### src/rtl/trex_ctrl_pkg.sv
// Shared types and default physics/geometry constants for the T-rex controller.
package trex_ctrl_pkg;

  typedef enum logic [2:0] {
    WAITING, RUNNING, JUMPING, DUCKING, CRASHED
  } state_t;

  typedef enum logic [2:0] {
    WAITING0, WAITING1, RUNNING0, RUNNING1, JUMPING0, DUCKING0, DUCKING1, CRASHED0
  } frame_t;

  localparam int TREX_POS_W         = 10;
  localparam int TREX_VEL_W         = 8;
  localparam int TREX_SPEED_W       = 4;
  localparam int TREX_START_X       = 50;
  localparam int TREX_GROUND_Y      = 93;   // 150 - 47 - 10
  localparam int TREX_HEIGHT        = 47;
  localparam int TREX_HEIGHT_DUCK   = 25;
  localparam int TREX_WIDTH         = 44;
  localparam int TREX_WIDTH_DUCK    = 59;
  localparam int TREX_INIT_JUMP_VEL = -10;
  localparam int TREX_SPEED_SHIFT   = 3;
  localparam int TREX_GRAV_NUM      = 6;
  localparam int TREX_GRAV_DEN      = 10;
  localparam int TREX_MIN_JUMP_H    = 30;
  localparam int TREX_MAX_JUMP_H    = 60;
  localparam int TREX_DROP_VEL      = -5;
  localparam int TREX_FAST_DROP_VEL = 4;

  // Gravity accumulator width; holds up to GRAV_DEN + GRAV_NUM.
  localparam int TREX_ACC_W         = 8;

endpackage

### src/rtl/trex_frame_sel.sv
// Combinational sprite-frame selection from the upcoming state and frame timer.
module trex_frame_sel
  import trex_ctrl_pkg::*;
(
  input  state_t      i_state,
  input  logic [5:0]  i_timer,
  output frame_t      o_frame
);

  logic [5:0] w_mod10;
  logic [5:0] w_mod20;

  assign w_mod10 = i_timer % 6'd10;
  assign w_mod20 = i_timer % 6'd20;

  // Animation phase: waiting blinks at half-second, run at 6 Hz, duck at 3 Hz.
  always_comb begin
    o_frame = WAITING0;
    case (i_state)
      WAITING: o_frame = (i_timer >= 6'd30) ? WAITING0 : WAITING1;
      RUNNING: o_frame = (w_mod10 < 6'd5)   ? RUNNING0 : RUNNING1;
      DUCKING: o_frame = (w_mod20 < 6'd10)  ? DUCKING0 : DUCKING1;
      JUMPING: o_frame = JUMPING0;
      CRASHED: o_frame = CRASHED0;
      default: o_frame = WAITING0;
    endcase
  end

endmodule

### src/rtl/trex_ctrl.sv
// T-rex character controller: frame-strobed state machine plus jump physics.
// All state and outputs advance only on tick cycles; jump presses between
// ticks are remembered so short taps are not lost.
module trex_ctrl
  import trex_ctrl_pkg::*;
#(
  parameter int POS_W         = TREX_POS_W,
  parameter int VEL_W         = TREX_VEL_W,
  parameter int SPEED_W       = TREX_SPEED_W,
  parameter int START_X       = TREX_START_X,
  parameter int GROUND_Y      = TREX_GROUND_Y,
  parameter int HEIGHT        = TREX_HEIGHT,
  parameter int HEIGHT_DUCK   = TREX_HEIGHT_DUCK,
  parameter int WIDTH         = TREX_WIDTH,
  parameter int WIDTH_DUCK    = TREX_WIDTH_DUCK,
  parameter int INIT_JUMP_VEL = TREX_INIT_JUMP_VEL,
  parameter int SPEED_SHIFT   = TREX_SPEED_SHIFT,
  parameter int GRAV_NUM      = TREX_GRAV_NUM,
  parameter int GRAV_DEN      = TREX_GRAV_DEN,
  parameter int MIN_JUMP_H    = TREX_MIN_JUMP_H,
  parameter int MAX_JUMP_H    = TREX_MAX_JUMP_H,
  parameter int DROP_VEL      = TREX_DROP_VEL,
  parameter int FAST_DROP_VEL = TREX_FAST_DROP_VEL
)(
  input  logic               clk,
  input  logic               rst,
  input  logic               tick,
  input  logic [5:0]         timer,
  input  logic [SPEED_W-1:0] speed,
  input  logic               jump,
  input  logic               duck,
  input  logic               crash,
  input  logic               restart,
  output logic [POS_W-1:0]   x_pos,
  output logic [POS_W-1:0]   y_pos,
  output logic [6:0]         box_w,
  output logic [5:0]         box_h,
  output frame_t             frame,
  output state_t             state
);

  localparam int ACC_W = TREX_ACC_W;

  localparam logic signed [VEL_W-1:0] C_INIT_VEL = VEL_W'(INIT_JUMP_VEL);
  localparam logic signed [VEL_W-1:0] C_DROP_VEL = VEL_W'(DROP_VEL);
  localparam logic signed [VEL_W-1:0] C_FAST_VEL = VEL_W'(FAST_DROP_VEL);
  localparam logic signed [POS_W:0]   C_GROUND_S = (POS_W+1)'(GROUND_Y);
  localparam logic [POS_W-1:0]        C_GROUND   = POS_W'(GROUND_Y);
  localparam logic [POS_W-1:0]        C_MIN_Y    = POS_W'(GROUND_Y - MIN_JUMP_H);
  localparam logic [POS_W-1:0]        C_MAX_Y    = POS_W'(GROUND_Y - MAX_JUMP_H);

  state_t                   r_state, w_state_nx;
  frame_t                   r_frame, w_frame_nx;
  logic [POS_W-1:0]         r_y, w_y_nx;
  logic signed [VEL_W-1:0]  r_vel, w_vel_nx;
  logic [ACC_W-1:0]         r_acc, w_acc_nx;
  logic                     r_min, w_min_nx;
  logic                     r_jreq;
  logic [6:0]               r_box_w;
  logic [5:0]               r_box_h;

  logic                     w_jreq;
  logic [SPEED_W-1:0]       w_spd_sh;
  logic signed [VEL_W-1:0]  w_vel_launch;
  logic signed [POS_W:0]    w_y_sum;
  logic [ACC_W-1:0]         w_acc_sum, w_acc_g;
  logic                     w_carry;
  logic signed [VEL_W-1:0]  w_vel_g, w_vel_cut, w_vel_air;
  logic                     w_min_g, w_cut, w_land;

  // The tick cycle honours both a latched press and a press on that very cycle.
  assign w_jreq       = r_jreq | jump;
  assign w_spd_sh     = speed >> SPEED_SHIFT;
  assign w_vel_launch = C_INIT_VEL - $signed(VEL_W'(w_spd_sh));

  // Position step uses the velocity from before this tick's gravity update.
  assign w_y_sum   = $signed({1'b0, r_y}) +
                     $signed({{(POS_W+1-VEL_W){r_vel[VEL_W-1]}}, r_vel});
  assign w_land    = (w_y_sum >= C_GROUND_S);

  // Fractional gravity: one velocity unit each time the accumulator wraps.
  assign w_acc_sum = r_acc + ACC_W'(GRAV_NUM);
  assign w_carry   = (w_acc_sum >= ACC_W'(GRAV_DEN));
  assign w_acc_g   = w_carry ? (w_acc_sum - ACC_W'(GRAV_DEN)) : w_acc_sum;
  assign w_vel_g   = r_vel + $signed({{(VEL_W-1){1'b0}}, w_carry});

  // Short-hop release and ceiling both cap the upward speed; ducking dives.
  assign w_min_g   = r_min | (r_y < C_MIN_Y);
  assign w_cut     = (w_min_g & ~jump) | (r_y < C_MAX_Y);
  assign w_vel_cut = (w_cut && (w_vel_g < C_DROP_VEL)) ? C_DROP_VEL : w_vel_g;
  assign w_vel_air = duck ? C_FAST_VEL : w_vel_cut;

  // Next-state and physics update for the coming tick.
  always_comb begin
    w_state_nx = r_state;
    w_y_nx     = r_y;
    w_vel_nx   = r_vel;
    w_acc_nx   = r_acc;
    w_min_nx   = r_min;
    if (crash && (r_state == RUNNING || r_state == JUMPING || r_state == DUCKING)) begin
      w_state_nx = CRASHED;
    end else begin
      case (r_state)
        CRASHED: begin
          if (restart) begin
            w_state_nx = RUNNING;
            w_y_nx     = C_GROUND;
            w_vel_nx   = '0;
            w_acc_nx   = '0;
          end
        end
        WAITING, RUNNING, DUCKING: begin
          if (w_jreq) begin
            w_state_nx = JUMPING;
            w_vel_nx   = w_vel_launch;
            w_acc_nx   = '0;
            w_min_nx   = 1'b0;
          end else if (r_state == RUNNING && duck) begin
            w_state_nx = DUCKING;
          end else if (r_state == DUCKING && !duck) begin
            w_state_nx = RUNNING;
          end
        end
        JUMPING: begin
          w_min_nx = w_min_g;
          if (w_land) begin
            w_state_nx = duck ? DUCKING : RUNNING;
            w_y_nx     = C_GROUND;
            w_vel_nx   = '0;
            w_acc_nx   = '0;
          end else begin
            w_y_nx   = w_y_sum[POS_W] ? '0 : w_y_sum[POS_W-1:0];
            w_vel_nx = w_vel_air;
            w_acc_nx = w_acc_g;
          end
        end
        default: w_state_nx = WAITING;
      endcase
    end
  end

  trex_frame_sel u_frame_sel (
    .i_state (w_state_nx),
    .i_timer (timer),
    .o_frame (w_frame_nx)
  );

  // State, physics and output registers; only tick cycles commit an update.
  always_ff @(posedge clk) begin
    if (rst) begin
      r_state <= WAITING;
      r_frame <= WAITING0;
      r_y     <= C_GROUND;
      r_vel   <= '0;
      r_acc   <= '0;
      r_min   <= 1'b0;
      r_jreq  <= 1'b0;
      r_box_w <= 7'(WIDTH);
      r_box_h <= 6'(HEIGHT);
    end else begin
      r_jreq <= tick ? 1'b0 : (r_jreq | jump);
      if (tick) begin
        r_state <= w_state_nx;
        r_frame <= w_frame_nx;
        r_y     <= w_y_nx;
        r_vel   <= w_vel_nx;
        r_acc   <= w_acc_nx;
        r_min   <= w_min_nx;
        r_box_w <= (w_state_nx == DUCKING) ? 7'(WIDTH_DUCK)  : 7'(WIDTH);
        r_box_h <= (w_state_nx == DUCKING) ? 6'(HEIGHT_DUCK) : 6'(HEIGHT);
      end
    end
  end

  assign x_pos = POS_W'(START_X);
  assign y_pos = r_y;
  assign box_w = r_box_w;
  assign box_h = r_box_h;
  assign frame = r_frame;
  assign state = r_state;

endmodule
### config.mk
export PLATFORM = sky130hd
export DESIGN_NAME = trex_ctrl
export DESIGN_NICKNAME = d
export VERILOG_FILES = /design/src/rtl/trex_ctrl_pkg.sv /design/src/rtl/trex_frame_sel.sv /design/src/rtl/trex_ctrl.sv
export SDC_FILE = /design/constraint.sdc
export NUM_CORES = 1
export LEC_CHECK = 0
export BUFFER_PORTS_ARGS = -buffer_cell sky130_fd_sc_hd__buf_2
export CAP_MARGIN = 20
export CORE_MARGIN = 5
export CORE_UTILIZATION = 45
export DETAILED_ROUTE_END_ITERATION = 8
export PLACE_DENSITY = 0.66
export REMOVE_ABC_BUFFERS = 1
export SLEW_MARGIN = 0
export SYNTH_ARGS = -nofsm -noshare
export SYNTH_HDL_FRONTEND = slang
export SYNTH_HIERARCHICAL = 1
export SYNTH_SLANG_ARGS = --single-unit
### constraint.sdc
create_clock -name clk -period 8.2 [get_ports clk]
set_input_delay 0.82 -clock clk [delete_from_list [all_inputs] [get_ports clk]]
set_output_delay 0.82 -clock clk [all_outputs]
set_load 0.02 [all_outputs]
==> flow_summary.yaml <==
run_status:
  status: "finished clean"
routing:
  first_pass_iters: 5
  ant_nets: 0
  routedWlPerCell_um: 15.47
  drc: 0
  wl_um: 8679
  drt_iter0_drc: 250
  via_per_inst: 5.952
  vias: 3339
power:
  ir_drop_v: 0.00006631
  leakagePower_nw: 1.444
  power_density_nw_per_um2: 149.5
synthesis:
  synth_warnings: 6
  ys_seq_area_share_pct: 20.86
  ys_top_cells_by_area: "dfxtp_1, ha_1, nor2_1"
  ys.flop_type: "dfxtp_1"
  postSynthAreaPerCell_sq_um: 7.547
  netlist_top_cells_count: "nor2_1, dfxtp_1, nand2_1, a21oi_1, buf_4"
  synth-edff-count: 0
  yosysMostFrequentCell: "nor2_1"
  synth_area_sq_um: 3358
  synth_cells: 445
  yosysTopAreaCellShare_pct: 20.86
  ys_types: 78
  async_reset_ff_share_pct: 0
  synth_top_area_cell: "dfxtp_1"
  synth-seq-cells: 35
critical_path:
  critPathLaunchType: "flip-flop"
  critPathTopFamily: "compound AO/OA/AOI/OAI gates"
  cp_slowest_stage_delay_ps: 580
  crit_chain: "inv_1, ha_1, nand2b_1, o32a_1, o22ai_1, nand4_1, ha_1, and4_1, mux2_2, a211oi_1, a211oi_1, nand3b_1, o21ai_0, o32ai_1"
  path_max_fanout: 12
  worstPathRequired_ps: 8410
  cp.arrival_ps: 4640
  cp_slowest_cell: "a211oi_1"
  path_class: "reg -> reg"
  end_kind: "flip-flop"
  crit_buf_inv: 1
sta:
  worst_pin_slew_ps: 692.3
  layout_setup_ws_ps: 3767
  fin_hold_ws_ps: 481.4
  maxClockFrequency_ghz: 0.2256
  setup_viol: 0
  hold_violations: 0
  relSlewSlack_pct: 53.54
  fin_worst_skew_ps: 7.403
  slew_violations: 0
  rsz0062_at_grt: "no"
  fin_crit_sh_pct: 54.06
  finalSetupTns_ps: 0
  min_period_ps: 4433
clock_network:
  cts_max_level: 2
  clk_latency_ps: 290
  clk_path_buf_depth: 2
  numCtsBuffers: 5
  cts_resized: 0
  clock_sinks: 35
  post_cts_buffers: 0
  ctsHoldBuffers: 0
  cts_root_buffer: "clkbuf_8"
  cts_tree: "yes"
  clk_pin_slew_worst_paths_ps: 80
floorplanning:
  die_y_um: 96.39
  die_area_sq_um: 9290
  initial_utilization_pct: 46.30
  core_area_sq_um: 7253
  ios: 56
  die_x_um: 96.39
  rows: 31
place:
  gp_congestion: 0.8816
  dp_slack_ps: 3809
  dpl.hpwl_um: 6364
  portBuffers: 37
  dp.cells: 553
global_routing:
  grt_pass1_wl_um: 14620
  grt.overflow.total: 0
  grt_max_degree: 30
  antenna_found_initial: 0
  grt_pass1_vias: 3140
  grt_usage_pct: 19.54
worst_hold_path:
  hold_class: "reg -> reg"
layout:
  seq_area_sq_um: 700.7
  syn_to_final_growth_pct: 5.849
  multi_input_area_sq_um: 2356
  finalNonFillerCells: 561
  final_util_pct: 49.01
  fin_nets: 494
  n_antenna_cell: 0
  final_layout_size_suffix_gt1_share_pct: 13.42
  n_fill_cell: 771
flow_run:
  maxCapViolations: 0
==> kinds of logic (layout without fill, tap and decap cells) <==
| kind of cell | Yosys count | in the layout | synth area share (%) |
|---|---|---|---|
| other | 2 | 15 | 0.2236 |
| XOR/XNOR | 18 | 18 | 4.694 |
| AND/OR/NAND/NOR | 160 | 160 | 24.93 |
| flip-flops | 35 | 35 | 20.86 |
| AO/OA/AOI/OAI | 139 | 139 | 29.88 |
| adder cells (fa/ha/maj) | 16 | 16 | 6.185 |
| buffers and inverters | 66 | 70 | 10.43 |
| multiplexers | 9 | 9 | 2.794 |
==> final timing paths <==
| kind | from | to | slack [ps] | cells after the start |
|---|---|---|---|---|
| worst max-delay path | r_acc[1] | r_vel[1] | 3770 | 14 |
| worst min-delay path | r_min | r_min | 480 | 2 |
| worst max register to register | r_acc[1] | r_vel[1] | 3770 | 14 |
| worst min register to register | r_min | r_min | 480 | 2 |
==> layout by cell type, fill, tap and decap left out, drive strengths merged, types with 4 or more instances in the layout <==
cell type	instances
a21o	4
clkbuf	5
a22oi	6
o221ai	5
o211ai	6
o21a	5
nand2	27
xnor2	11
a31oi	9
buf	40
ha	15
o22a	4
nor3	9
nor2	49
nand3b	6
nand3	9
o21ai	22
and3	5
nand2b	16
conb	15
o31ai	6
xor2	7
a21oi	24
nor2b	8
mux2i	6
o2111ai	7
and2	5
dfxtp	35
a211oi	7
inv	22
==> per-layer routing <==
layer,part of all wire (%),track usage [%],up-vias
met4,1.1,5.491,0
met2,46,31.80,113
met1,47,26.50,1572
li1,-,-,1640
met3,6.4,3.486,14
met5,0,0,-
==> worst min-delay path: cells and delay by family (launching register included) <==
kind	cells	cell delay [ps]
compound gates	2	120
flops	1	320
==> layout make-up <==
cell class / instances / area share (%)
inverters: 22 / 2.323
multi-input cells: 357 / 66.28
repair buffers: 40 / 5.843
clock buffers: 5 / 1.936
well taps: 99 / 3.485
flip-flops and latches: 35 / 19.71
clock inverters: 3 / 0.4224
==> flip-flops by register name, indices dropped and copies added (netlist names) <==
signal,cells
r_jreq,1
box_h,2
r_vel,8
r_acc,7
r_min,1
y_pos,10
frame,3
state,3
==> power breakdown <==
| group | internal (mW) | leakage [nW] | switching [mW] | total [mW] |
|---|---|---|---|---|
| clock network | 0.0582 | 0.0477 | 0.0664 | 0.125 |
| registers | 0.179 | 0.285 | 0.0148 | 0.194 |
| logic | 0.0791 | 1.11 | 0.134 | 0.213 |
| total | 0.317 | 1.44 | 0.215 | 0.531 |
==> per-stage QoR <==
step           total power [mW]  instance area (sq um)
6_report                 0.5314                   3555
5_1_grt                  0.5699                   3555
4_1_cts                  0.5332                   3555
3_5_place_dp             0.4070                   3471
3_3_place_gp             0.4044                   3471
2_1_floorplan            0.3489                   3139
No activity file was read; power rests on OpenSTA's default activity.
